<file path="src/rtl/sw_reader_pkg.sv">
// Shared types and default constants for the switch-bus reader.
package sw_reader_pkg;

   localparam int unsigned SW_WIDTH          = 8;
   localparam int unsigned SW_SYNC_STAGES    = 2;
   localparam int unsigned SW_DEBOUNCE_SIM   = 4;
   localparam int unsigned SW_DEBOUNCE_BOARD = 1_000_000;

   typedef enum logic [0:0] {
      StIdle,
      StPending
   } sw_state_e;

endpackage

</file>
<file path="src/rtl/sw_reader_if.sv">
// Single-entry switch-change event channel: reader drives it as master, consumer as slave.
interface sw_reader_if #(
   parameter int unsigned WIDTH = 8
);
   logic             evt_valid;
   logic             evt_ready;
   logic [WIDTH-1:0] evt_value;
   logic [WIDTH-1:0] evt_rise;
   logic [WIDTH-1:0] evt_fall;
   logic             evt_overflow;

   modport master (
      output evt_valid,
      output evt_value,
      output evt_rise,
      output evt_fall,
      output evt_overflow,
      input  evt_ready
   );

   modport slave (
      input  evt_valid,
      input  evt_value,
      input  evt_rise,
      input  evt_fall,
      input  evt_overflow,
      output evt_ready
   );
endinterface

</file>
<file path="src/rtl/sw_reader_sync_chain.sv">
// N-stage, WIDTH-bit flop synchronizer with synchronous active-high reset.
module sync_chain #(
   parameter int unsigned STAGES = 2,
   parameter int unsigned WIDTH  = 8
) (
   input  logic             clk,
   input  logic             rst,
   input  logic [WIDTH-1:0] d_i,
   output logic [WIDTH-1:0] q_o
);

   logic [WIDTH-1:0] stage_q [STAGES];

   always_ff @(posedge clk) begin
      if (rst) begin
         for (int i = 0; i < STAGES; i++) begin
            stage_q[i] <= '0;
         end
      end else begin
         stage_q[0] <= d_i;
         for (int i = 1; i < STAGES; i++) begin
            stage_q[i] <= stage_q[i-1];
         end
      end
   end

   assign q_o = stage_q[STAGES-1];

endmodule

</file>
<file path="src/rtl/sw_reader.sv">
// Switch-bus reader: synchronize, debounce, and emit one valid/ready event per committed change.
// Define SW_READER_EDGE_EN to build the rise/fall mask registers; otherwise they read as 0.
module sw_reader
   import sw_reader_pkg::*;
#(
   parameter int unsigned WIDTH           = SW_WIDTH,
   parameter int unsigned SYNC_STAGES     = SW_SYNC_STAGES,
   parameter int unsigned DEBOUNCE_CYCLES = SW_DEBOUNCE_SIM
) (
   input  logic             clk,
   input  logic             rst,
   input  logic [WIDTH-1:0] SW,
   output logic [WIDTH-1:0] LED,
   output logic [WIDTH-1:0] sw_stable,
   sw_reader_if.master      evt
);

   localparam int unsigned     CntW    = $clog2(DEBOUNCE_CYCLES + 1);
   localparam logic [CntW-1:0] CntLast = CntW'(DEBOUNCE_CYCLES - 1);

   logic [WIDTH-1:0] sync;

   sync_chain #(
      .STAGES (SYNC_STAGES),
      .WIDTH  (WIDTH)
   ) u_sync (
      .clk (clk),
      .rst (rst),
      .d_i (SW),
      .q_o (sync)
   );

   sw_state_e        state_q, state_d;
   logic [WIDTH-1:0] cand_q, cand_d;
   logic [CntW-1:0]  cnt_q, cnt_d;
   logic [WIDTH-1:0] stable_q, stable_d;
   logic             commit;

   always_comb begin
      state_d  = state_q;
      cand_d   = cand_q;
      cnt_d    = cnt_q;
      stable_d = stable_q;
      commit   = 1'b0;
      unique case (state_q)
         StIdle: begin
            if (sync != stable_q) begin
               cand_d  = sync;
               cnt_d   = CntW'(1);
               state_d = StPending;
            end
         end
         StPending: begin
            if (sync == stable_q) begin
               state_d = StIdle;
            end else if (sync != cand_q) begin
               cand_d = sync;
               cnt_d  = CntW'(1);
            end else if (cnt_q == CntLast) begin
               commit   = 1'b1;
               stable_d = cand_q;
               state_d  = StIdle;
            end else begin
               cnt_d = cnt_q + 1'b1;
            end
         end
         default: state_d = StIdle;
      endcase
   end

   // Event buffer; a commit against a stalled entry merges into it.
   logic             valid_q, valid_d;
   logic [WIDTH-1:0] value_q, value_d;
   logic             ovf_q, ovf_d;
   logic             stalled;

   assign stalled = valid_q && !evt.evt_ready;

   always_comb begin
      valid_d = valid_q;
      value_d = value_q;
      ovf_d   = ovf_q;
      if (commit) begin
         valid_d = 1'b1;
         value_d = cand_q;
         if (stalled) begin
            ovf_d = 1'b1;
         end
      end else if (valid_q && evt.evt_ready) begin
         valid_d = 1'b0;
      end
   end

   always_ff @(posedge clk) begin
      if (rst) begin
         state_q  <= StIdle;
         cand_q   <= '0;
         cnt_q    <= '0;
         stable_q <= '0;
         valid_q  <= 1'b0;
         value_q  <= '0;
         ovf_q    <= 1'b0;
      end else begin
         state_q  <= state_d;
         cand_q   <= cand_d;
         cnt_q    <= cnt_d;
         stable_q <= stable_d;
         valid_q  <= valid_d;
         value_q  <= value_d;
         ovf_q    <= ovf_d;
      end
   end

`ifdef SW_READER_EDGE_EN
   logic [WIDTH-1:0] rise, fall;
   logic [WIDTH-1:0] rise_q, rise_d, fall_q, fall_d;

   assign rise = cand_q & ~stable_q;
   assign fall = ~cand_q & stable_q;

   always_comb begin
      rise_d = rise_q;
      fall_d = fall_q;
      if (commit) begin
         rise_d = stalled ? (rise_q | rise) : rise;
         fall_d = stalled ? (fall_q | fall) : fall;
      end
   end

   always_ff @(posedge clk) begin
      if (rst) begin
         rise_q <= '0;
         fall_q <= '0;
      end else begin
         rise_q <= rise_d;
         fall_q <= fall_d;
      end
   end

   assign evt.evt_rise = rise_q;
   assign evt.evt_fall = fall_q;
`else
   assign evt.evt_rise = '0;
   assign evt.evt_fall = '0;
`endif

   assign sw_stable        = stable_q;
   assign LED              = stable_q;
   assign evt.evt_valid    = valid_q;
   assign evt.evt_value    = value_q;
   assign evt.evt_overflow = ovf_q;

endmodule

</file>
<file path="src/flat_wrapper.sv">
// flat-port wrapper written by rule: the top's interface ports become plain ports
module sw_reader_flat import sw_reader_pkg::*;
#(
   parameter int unsigned WIDTH           = SW_WIDTH,
   parameter int unsigned SYNC_STAGES     = SW_SYNC_STAGES,
   parameter int unsigned DEBOUNCE_CYCLES = SW_DEBOUNCE_SIM
)
  (clk, rst, SW, LED, sw_stable, evt_evt_valid, evt_evt_value, evt_evt_rise, evt_evt_fall, evt_evt_overflow, evt_evt_ready);
  sw_reader_if #(.WIDTH(WIDTH)) evt_i ();
  input  logic clk;
  input  logic rst;
  input  logic [WIDTH-1:0] SW;
  output logic [WIDTH-1:0] LED;
  output logic [WIDTH-1:0] sw_stable;
  output wire logic [$bits(evt_i.evt_valid)-1:0] evt_evt_valid;
  output wire logic [$bits(evt_i.evt_value)-1:0] evt_evt_value;
  output wire logic [$bits(evt_i.evt_rise)-1:0] evt_evt_rise;
  output wire logic [$bits(evt_i.evt_fall)-1:0] evt_evt_fall;
  output wire logic [$bits(evt_i.evt_overflow)-1:0] evt_evt_overflow;
  input wire logic [$bits(evt_i.evt_ready)-1:0] evt_evt_ready;
  assign evt_evt_valid = evt_i.evt_valid;
  assign evt_evt_value = evt_i.evt_value;
  assign evt_evt_rise = evt_i.evt_rise;
  assign evt_evt_fall = evt_i.evt_fall;
  assign evt_evt_overflow = evt_i.evt_overflow;
  assign evt_i.evt_ready = evt_evt_ready;
  sw_reader #(.WIDTH(WIDTH), .SYNC_STAGES(SYNC_STAGES), .DEBOUNCE_CYCLES(DEBOUNCE_CYCLES)) u_core (.clk(clk), .rst(rst), .SW(SW), .LED(LED), .sw_stable(sw_stable), .evt(evt_i));
endmodule
</file>
<file path="config.mk">
export PLATFORM = sky130hd
export DESIGN_NAME = sw_reader_flat
export DESIGN_NICKNAME = d
export VERILOG_FILES = /design/src/rtl/sw_reader_pkg.sv /design/src/rtl/sw_reader_if.sv /design/src/rtl/sw_reader_sync_chain.sv /design/src/rtl/sw_reader.sv /design/src/flat_wrapper.sv
export SDC_FILE = /design/constraint.sdc
export NUM_CORES = 1
export LEC_CHECK = 0
export CAP_MARGIN = 20
export CORE_MARGIN = 4
export CORE_UTILIZATION = 45
export CTS_BUF_LIST = sky130_fd_sc_hd__clkbuf_4 sky130_fd_sc_hd__clkbuf_8 sky130_fd_sc_hd__clkbuf_16
export DETAILED_ROUTE_END_ITERATION = 10
export PLACE_DENSITY = 0.74
export SKIP_LAST_GASP = 1
export SYNTH_ARGS = -nofsm -noshare
export SYNTH_HDL_FRONTEND = slang
export SYNTH_SLANG_ARGS = --single-unit
</file>
<file path="constraint.sdc">
create_clock -name clk -period 2.6 [get_ports clk]
set_input_delay 0.26 -clock clk [delete_from_list [all_inputs] [get_ports clk]]
set_output_delay 0.26 -clock clk [all_outputs]
set_load 0.005 [all_outputs]
</file>
Word level (Yosys, flattened, before mapping)
Memories as Yosys holds them, arrays and structs flattened.
Cells that the tools add are included.
Word-level totals
  register bits after elaboration: 30
  latch bits: 0
  bits in writable memories: 16
  bits in read-only memories: 0
  bits of input ports: 11
  output and inout port bits: 42
  word-level logic and storage cells: 55
  memories: 1
Cells by class
  add/sub/neg operators: 1
  multipliers: 0
  div/mod/pow operators: 0
  magnitude comparators: 0
  eq/ne operators: 8
  shift operators: 0
  multiplexer cells: 25
  bitwise operators: 5
  reductions and logical operators: 8
Memory list
  u_core.u_sync.stage_q: words 2, bits a word 8, rd ports 2, clocked after memory_dff 0, wr ports 2, RTL line sw_reader_sync_chain.sv:12  | logic [WIDTH-1:0] stage_q [STAGES];
Operators with widths (number)
  $mux W8: 5
  $ne A8 B8 Y1: 2
  $pmux W8 S2: 1
  $mux W1: 13
  $mux W3: 4
  $eq A8 B8 Y1: 1
  $pmux W3 S2: 1
  $reduce_and A3 Y1: 2
  $ne A2 B2 Y1 const B: 2
  $reduce_and A4 Y1: 1
  $add A3 B1 Y3 const B: 1
  $eq A3 B2 Y1 const B: 1
  $ne A3 B3 Y1 const B: 1
  $not A1 Y1: 3
  $logic_and A1 B1 Y1: 2
  $ne A2 B1 Y1 const B: 1
  $or A1 B1 Y1: 2
  $pmux W1 S2: 1
  $reduce_and A2 Y1: 1
  $reduce_bool A2 Y1: 1
  $logic_not A1 Y1: 1

Logic depth before layout (Yosys ltp)
  depth in word-level cells: 6
  gate-level depth with buffers: 7
  depth with buffers taken out: 6

Modules after synthesis
Synthesis repeated with hierarchy kept, for this count alone.
Unflattened totals
  cell total of the unflattened synthesis: 218
  area, all modules: 2105.8 sq um
By module, submodules not included
  sw_reader: times used 1, cells an instance 177, area each 1581.5 sq um, seq. area each 600.6 sq um
  sync_chain: times used 1, cells an instance 41, area each 524.3 sq um, seq. area each 320.3 sq um

Least setup slack after synthesis
OpenSTA, ideal clock, no wires.
  kind: flip-flop to flip-flop
  start point: memory u_core.u_sync.stage_q[1][2], in the netlist u_core.u_sync.stage_q[0][10]
  end point: register u_core.stable_q[1], in the netlist u_core.LED[1]
  library setup time: 0.072 ns
  arrival: 1.573 ns
  data required time: 2.528 ns
  slack: 0.955 ns
  cell stages (with the launch flop): 8
  path buffers: 2
  clock period less this slack: 1.645 ns
  cells stage by stage: dfxtp_1 -> xnor2_1 -> nand4_1 -> nor3_4 -> and3_1 -> buf_6 -> buf_12 -> mux2i_1
RTL lines
  start: declaration: RTL line sw_reader_sync_chain.sv:12
  end signal: assignment: RTL line sw_reader.sv:107  | stable_q <= stable_d;
  end: declaration: RTL line sw_reader.sv:36  | logic [WIDTH-1:0] stable_q, stable_d;

==> results.yml <==
run_status:
  outcome: "completed"
finish:
  n_antenna_cell: 0
  final_nets: 241
  fin_util_pct: 54.5
  fill_cells: 395
  areaGrowthSynthToFinish_pct: 16.3
  drive_above_1_share_pct: 6.58
timing:
  whs_ps: 440
  rsz0062_at_grt: "no"
  setup_viol: 0
  fin_skew_ps: 4.04
  fmax_mhz: 534
  period_minus_slack_ps: 1870
  tightest_slew_ps: 662
  max_slew_margin_pct: 55.5
  setup_tns_ps: 0
  min_period_over_period_pct: 72.0
  slew_viol_final: 0
  hold_viol_final: 0
drt:
  drt_pass1_iterations: 4
  drtIter0Drc: 86
  drc: 0
  wire_per_inst_um: 11.6
  ant_nets: 0
  vias_per_cell: 4.56
  wl_um: 3250
  via_count: 1276
synth:
  synth_ff_type: "dfxtp_1"
  yosys-top-cells-count: "dfxtp_1 (46), nand2b_1 (29), buf_4 (24)"
  synthTopCellsByArea: "dfxtp_1 (45%), mux2i_1 (11%), nand2b_1 (8.8%)"
  synth_top_area_share_pct: 44.6
  avgSynthCellArea_sq_um: 10.3
  synthDistinctLibCells: 32
  synth_edf_count: 0
  synth_seq_area_share_pct: 44.6
  postSynth.asyncResetShare_pct: 0
  ys_ff_latch: 46
  yosysMostFrequentCell: "dfxtp_1"
  yosys_warnings: 0
  synthCells: 201
  synth_area_sq_mm: 0.00207
  synth_top_area_cell: "dfxtp_1"
setup_path:
  cp.required_ps: 2820
  startpoint: "u_core.u_sync.stage_q[0][12]$_SDFF_PP0_"
  critPathCaptureType: "flip-flop"
  max_stage_delay_ps: 380
  cp.buffers_inverters: 1
  path_max_fanout: 16
  cp_cell_sequence: "xnor2_1 -> nand3_1 -> nor3_4 -> and3_1 -> buf_4 -> mux2i_1"
  crit_path_start_kind: "flip-flop"
  crit_type: "reg -> reg"
  arrival_ps: 2090
  crit_family: "simple AND/OR/NAND/NOR gates"
  cp_slowest_cell: "dfxtp_1"
  r2r_start: "u_core.u_sync.stage_q[0][12]$_SDFF_PP0_"
run:
  drv_cap: 0
clocking:
  cts_setup_buffers: 0
  tritoncts: "yes"
  h-tree-depth: 2
  numCtsBuffers: 5
  cts_root_buffer: "clkbuf_8"
  path_clk_slew_ps: 80
  clk_latency_ps: 290
  clk_path_buf_depth: 2
  ctsResizeCount: 0
  cts_hold_buf: 0
  clock_sinks: 46
floorplanning:
  num_io_pins: 53
  die_area_sq_mm: 0.00574
  dieHeight_um: 75.8
  core_area_sq_mm: 0.00441
  start_util_pct: 46.8
  num_rows: 24
  die_w_um: 75.8
pwr:
  finalPower_uw: 1260
  p_leak_uw: 0.000923
  ir_worst_vdd_uv: 363
  power_density_mw_per_mm2: 522
hold_path:
  hold_path_startpoint: "u_core.u_sync.stage_q[0][7]$_SDFF_PP0_"
  hold_path.class: "reg -> reg"
grt:
  antenna_found_initial: 0
  grt_max_degree: 55
  grt_pass1_vias: 1205
  track_usage_pct: 12.1
  grt.overflow.total: 0
  grt_pass1_wl_um: 5240
placed_design:
  gp_congestion: 0.808
  io_buffers: 36
  dpl.hpwl_um: 2260
## worst paths after layout
kind                                                                 to  slack [ps]  depth (start not counted)
worst min-delay path            u_core.u_sync.stage_q[0][15]$_SDFF_PP0_         440                          1
worst min register to register  u_core.u_sync.stage_q[0][15]$_SDFF_PP0_         440                          1
worst max register to register     u_core.evt.evt_value[1]$_SDFFE_PP0P_         730                          6
worst max-delay path               u_core.evt.evt_value[1]$_SDFFE_PP0P_         730                          6
## state kept, by name (all words and copies together), names as in the netlist
register                 flops
u_core.state_q               1
u_core.u_sync.stage_q       16
u_core.evt.evt_overflow      1
u_core.cnt_q                 3
u_core.evt.evt_valid         1
u_core.evt.evt_value         8
u_core.LED                   8
u_core.cand_q                8
## metal layers
layer | track usage (%) | vias to the layer above | routed length, um
li1 | - | 663 | -
met1 | 15.0 | 560 | 1550
met2 | 18.7 | 46 | 1440
met3 | 3.69 | 7 | 187
met4 | 6.80 | 0 | 74
met5 | 0 | - | 0
## cell type report
cell class	count	area (sq um)	share of cell area (%)
Multi-Input combinational cell	134	953	39.6
Clock inverter	2	10.0	0.416
Inverter	3	11.3	0.468
Sequential cell	46	921	38.3
Tap cell	52	65.1	2.71
Clock buffer	5	68.8	2.86
Timing Repair Buffer	38	375	15.6
## cells by family (layout without fill, tap and decap cells)
family          Yosys count  in the layout  synth area share, %
simple gates             68             68                 21.4
flops                    46             46                 44.6
buf+inv                  36             48                 12.0
mux                      23             23                 11.1
xor+xnor                 16             16                 6.78
compound gates            9              9                 2.72
fa+ha+maj                 2              2                 1.21
other cells               1             16                0.181
## power by group
part / switching [uW] / internal (uW) / leakage, uW
combinational: 62.0 / 57.7 / 0.000504
clock: 219 / 180 / 0.0000438
sequential: 11.9 / 724 / 0.000375
total: 293 / 962 / 0.000923
## metrics by stage
step | instance area, sq um | std cells | setup WS [ps]
global placement | 2330 | 273 | 813
global route | 2400 | 280 | 569
detailed placement | 2330 | 273 | 760
floorplan | 2120 | 216 | 955
finish | 2400 | 280 | 727
CTS | 2400 | 280 | 742
## cell usage in the layout, fill, tap and decap left out, drive strengths merged, types with 4 or more instances in the layout
master	Yosys	final
mux2i	23	23
clkdlybuf4s50	0	36
nor2b	17	17
conb	1	16
xnor2	8	8
xor2	8	8
dfxtp	46	46
clkbuf	7	5
nor2	4	4
nand2b	29	29
nand2	4	4
(Power assumes the default switching activity.)
